==> src/rtl/fetch_stage.sv <==
// fetch_stage: PC, instruction ROM addressing and IF/ID register; optional perf counters under FETCH_PERF_EN
module fetch_stage #(
    parameter int          PC_W        = 12,
    parameter logic [4:0]  HALT_OPCODE = 5'b11111,
    parameter logic [18:0] NOP_INST    = 19'd0
) (
    input  logic            clk,
    input  logic            rst,
    input  logic            is_stall,
    input  logic            branch_taken,
    input  logic [PC_W-1:0] branch_target,
    output logic [PC_W-1:0] imem_addr,
    input  logic [18:0]     imem_data,
    output logic [18:0]     IF_inst,
    output logic [PC_W-1:0] IF_pc_plus1,
    output logic            IF_valid,
    output logic            halted,
    output logic [15:0]     stall_cnt,
    output logic [15:0]     flush_cnt
);
    typedef enum logic {RUN = 1'b0, HALTED = 1'b1} state_t;
    state_t          state_q, state_d;
    logic [PC_W-1:0] pc_q, pc_d, pcp1_q, pcp1_d, pc_inc;
    logic [18:0]     inst_q, inst_d;
    logic            valid_q, valid_d;
    logic            fetch_en, is_halt_word;
    assign pc_inc       = pc_q + PC_W'(1);
    assign fetch_en     = (state_q == RUN) && !is_stall && !branch_taken;
    assign is_halt_word = imem_data[18:14] == HALT_OPCODE;
    assign imem_addr    = pc_q;
    assign IF_inst      = inst_q;
    assign IF_pc_plus1  = pcp1_q;
    assign IF_valid     = valid_q;
    assign halted       = state_q == HALTED;
    // state register
    always_ff @(posedge clk or posedge rst)
        if (rst) state_q <= RUN;
        else     state_q <= state_d;
    // next state: a redirect always resumes running; fetching a HALT word parks the stage
    always_comb
        state_d = branch_taken ? RUN : (fetch_en && is_halt_word) ? HALTED : state_q;
    // datapath next values, priority flush > stall > halt-fetch > normal fetch
    always_comb begin
        pc_d    = pc_q;
        inst_d  = inst_q;
        pcp1_d  = pcp1_q;
        valid_d = valid_q;
        if (branch_taken) begin
            pc_d    = branch_target;
            inst_d  = NOP_INST;
            valid_d = 1'b0;
        end else if (state_q == HALTED) begin
            inst_d  = NOP_INST;
            valid_d = 1'b0;
        end else if (!is_stall) begin
            inst_d  = imem_data;
            pcp1_d  = pc_inc;
            valid_d = 1'b1;
            pc_d    = is_halt_word ? pc_q : pc_inc;
        end
    end
    // PC and IF/ID register
    always_ff @(posedge clk or posedge rst)
        if (rst) begin
            pc_q    <= '0;
            pcp1_q  <= '0;
            inst_q  <= NOP_INST;
            valid_q <= 1'b0;
        end else begin
            pc_q    <= pc_d;
            pcp1_q  <= pcp1_d;
            inst_q  <= inst_d;
            valid_q <= valid_d;
        end
`ifdef FETCH_PERF_EN
    logic [15:0] stall_cnt_q, flush_cnt_q;
    assign stall_cnt = stall_cnt_q;
    assign flush_cnt = flush_cnt_q;
    // saturating counters of stalled RUN cycles and redirects
    always_ff @(posedge clk or posedge rst)
        if (rst) begin
            stall_cnt_q <= '0;
            flush_cnt_q <= '0;
        end else begin
            if (state_q == RUN && is_stall && !branch_taken && stall_cnt_q != 16'hFFFF)
                stall_cnt_q <= stall_cnt_q + 16'd1;
            if (branch_taken && flush_cnt_q != 16'hFFFF)
                flush_cnt_q <= flush_cnt_q + 16'd1;
        end
`else
    assign stall_cnt = '0;
    assign flush_cnt = '0;
`endif
endmodule
==> config.mk <==
export PLATFORM = sky130hd
export DESIGN_NAME = fetch_stage
export DESIGN_NICKNAME = d
export VERILOG_FILES = /design/src/rtl/fetch_stage.sv
export SDC_FILE = /design/constraint.sdc
export NUM_CORES = 1
export LEC_CHECK = 0
export BUFFER_PORTS_ARGS = -buffer_cell sky130_fd_sc_hd__buf_2
export CAP_MARGIN = 20
export CORE_MARGIN = 4
export CORE_UTILIZATION = 35
export CTS_CLUSTER_DIAMETER = 50
export DETAILED_ROUTE_END_ITERATION = 16
export HOLD_SLACK_MARGIN = 0.08
export SYNTH_ARGS = -nofsm -noshare
export SYNTH_HDL_FRONTEND = slang
export SYNTH_SLANG_ARGS = --single-unit
==> constraint.sdc <==
create_clock -name clk -period 1.95 [get_ports clk]
set_input_delay 0.2925 -clock clk [delete_from_list [all_inputs] [get_ports clk]]
set_output_delay 0.2925 -clock clk [all_outputs]
set_load 0.01 [all_outputs]
==> impl_metrics.env <==
export IMPL_ys_seq_area_share_pct=48.8
export IMPL_drt_iter0_drc=148
export IMPL_status="completed"
export IMPL_worst_pin_slew_ns=0.784
export IMPL_worst_ep_arrival_time_ns=1.98
export IMPL_fmax_mhz=574
export IMPL_io_buffers=79
export IMPL_relSlewSlack_pct=47.4
export IMPL_hp_class="input pin to flip-flop"
export IMPL_cp_num_buf_inv=0
export IMPL_drc_errors=0
export IMPL_rsz0062_at_grt="false"
export IMPL_p_total_mw=2.20
export IMPL_fin_tns_setup_ns=0
export IMPL_tritoncts="built"
export IMPL_rows=29
export IMPL_clockBufferDepth=2
export IMPL_critical_path_class="flip-flop to flip-flop"
export IMPL_via_per_inst=4.81
export IMPL_cts_resized=0
export IMPL_skew_ns=0.00520
export IMPL_numCtsBuffers=5
export IMPL_vias=1876
export IMPL_final_common_cell="buf_2"
export IMPL_async_flop_share_pct=100
export IMPL_slowest_stage="or4_1"
export IMPL_dpl_hpwl_mm=4.35
export IMPL_finalCritPeriodShare_pct=89.3
export IMPL_h_tree_depth=2
export IMPL_synth_seq_cells=45
export IMPL_hold_violations=0
export IMPL_clk_latency_ns=0.30
export IMPL_wl_per_cell_um=14.8
export IMPL_endpoint_kind="flip-flop"
export IMPL_final_util_pct=43.6
export IMPL_grt_pass1_wl_mm=9.13
export IMPL_vdd_ir_drop_worst_mv=0.343
export IMPL_period_needed_ns=1.74
export IMPL_grt_pass1_vias=1807
export IMPL_critPathRequiredTime_ns=2.19
export IMPL_synth_area_sq_um=2310
export IMPL_cts_root_buf="clkbuf_8"
export IMPL_dr_pass1_iters=4
export IMPL_power_density_nw_per_um2=789
export IMPL_maxCapViolCount=0
export IMPL_synth_edf_count=0
export IMPL_finalWirelength_mm=5.76
export IMPL_critPathMaxStageDelay_ns=0.58
export IMPL_place_gp_congestion=0.884
export IMPL_die_height_um=89.2
export IMPL_clock_sinks=45
export IMPL_die_area_sq_um=7950
export IMPL_antennaDiodeCount=0
export IMPL_finalMaxSlewViolations=0
export IMPL_hold_ws_ns=0.199
export IMPL_mostFrequentLayoutCells="79 x buf_2, 45 x dfrtp_1, 32 x conb_1"
export IMPL_grt_usage_pct=15.0
export IMPL_postSynthCellCount=232
export IMPL_syn2layout_area_growth_pct=20.8
export IMPL_core_area_sq_um=6390
export IMPL_power_leakage_nw=1.43
export IMPL_path_delay_family="simple AND/OR/NAND/NOR gates"
export IMPL_placed_cells=381
export IMPL_gr_total_overflow=0
export IMPL_grt_max_degree=25
export IMPL_clkSlewWorstSetupHoldPaths_ns=0.09
export IMPL_fin_cells=390
export IMPL_setup_viol=0
export IMPL_postCtsSetupRepairBufs=0
export IMPL_ant_nets=0
export IMPL_ctsHoldBuffers=1
export IMPL_cp_max_fo=7
export IMPL_cp_start_kind="flip-flop"
export IMPL_avgSynthCellArea_sq_um=9.94
export IMPL_initial_core_util_pct=36.1
export IMPL_n_fill_cell=659
export IMPL_drive_above_1_share_pct=32.6
export IMPL_yosys_most_used_dff="dfrtp_1"
export IMPL_yosysWarnings=0
export IMPL_path_cells="nand4_2 -> or4_1 -> or3_1 -> nand3_1"
export IMPL_final_net_count=348
export IMPL_antenna_found_initial=0
export IMPL_synth_cell_types=39
export IMPL_io_pins=112
export IMPL_die_w_um=89.2
## registers in the layout, summed over array words and instances, names as in the netlist
register and flops:
halted 1, imem_addr 12, IF_inst 19, IF_pc_plus1 12, IF_valid 1
## cells in the mapped netlist, types with 4 or more instances
cell type	n	area (sq um)
nor2_1	9	33.8
buf_4	33	248
a22o_1	19	166
inv_1	6	22.5
dfrtp_1	45	1130
a31oi_1	4	25.0
xnor2_1	12	105
o21ai_0	15	75.1
clkbuf_1	12	45.0
nor3_1	6	30.0
nand3_1	8	40.0
nand2_1	27	101
## routing by layer
layer / GRT usage [%] / wire, um
met2: 22.7 / 2650
met4: 5.41 / 95
met1: 21.3 / 2680
met5: 0 / 0
met3: 2.76 / 339
## kinds of logic (layout without fill, tap and decap cells)
family	after synthesis	in the layout	share of synthesized area, %
DFF	45	45	48.8
adders and majority gates	1	1	0.543
other	1	32	0.163
xor gates and xnor gates	13	13	4.94
buffers and inverters	54	104	14.6
and+or+nand+nor	62	62	12.9
muxes	1	1	0.434
AOI/OAI and AO/OA	55	55	17.6
## cell type report
type | instances | area [sq um] | area share, %
timing repair buffer | 90 | 480 | 17.2
clock inverter | 2 | 13.8 | 0.494
multi-input combinational | 164 | 965 | 34.6
tap | 77 | 96.3 | 3.46
sequential | 45 | 1130 | 40.4
clock buffer | 6 | 82.6 | 2.96
inverter | 6 | 22.5 | 0.808
## power breakdown
part / total (mW) / switching (mW) / internal (mW) / leakage [nW]
clock network: 0.624 / 0.336 / 0.288 / 0.0512
logic: 0.472 / 0.274 / 0.199 / 0.810
registers: 1.10 / 0.0754 / 1.03 / 0.572
## final timing paths
kind                                         from        endpoint  slack [ns]  cells after the start
worst max-delay path                 imem_addr[0]   imem_addr[11]        0.21                      4
worst min-delay path            branch_target[11]   imem_addr[11]        0.20                      3
worst max register to register       imem_addr[0]   imem_addr[11]        0.21                      4
worst min register to register     IF_pc_plus1[9]  IF_pc_plus1[9]        0.48                      2
max in group asynchronous                     rst  IF_pc_plus1[9]        0.75                      4
min in group asynchronous                     rst     IF_inst[12]        0.58                      3
## worst reg2reg max path, stage by stage (launching register included)
cell	delay, ns
dfrtp_1	0.49
nand4_2	0.21
or4_1	0.58
or3_1	0.33
nand3_1	0.08
## stage by stage
| step | area, sq um | setup slack, ns |
|---|---|---|
| final | 2790 | 0.209 |
| after global routing | 2790 | 0.0257 |
| after CTS | 2790 | 0.182 |
| after detailed placement | 2680 | 0.193 |
| after global placement | 2680 | 0.290 |
| after floorplan | 2420 | 0.255 |
Note: power is estimated with default switching activity, not from simulation.
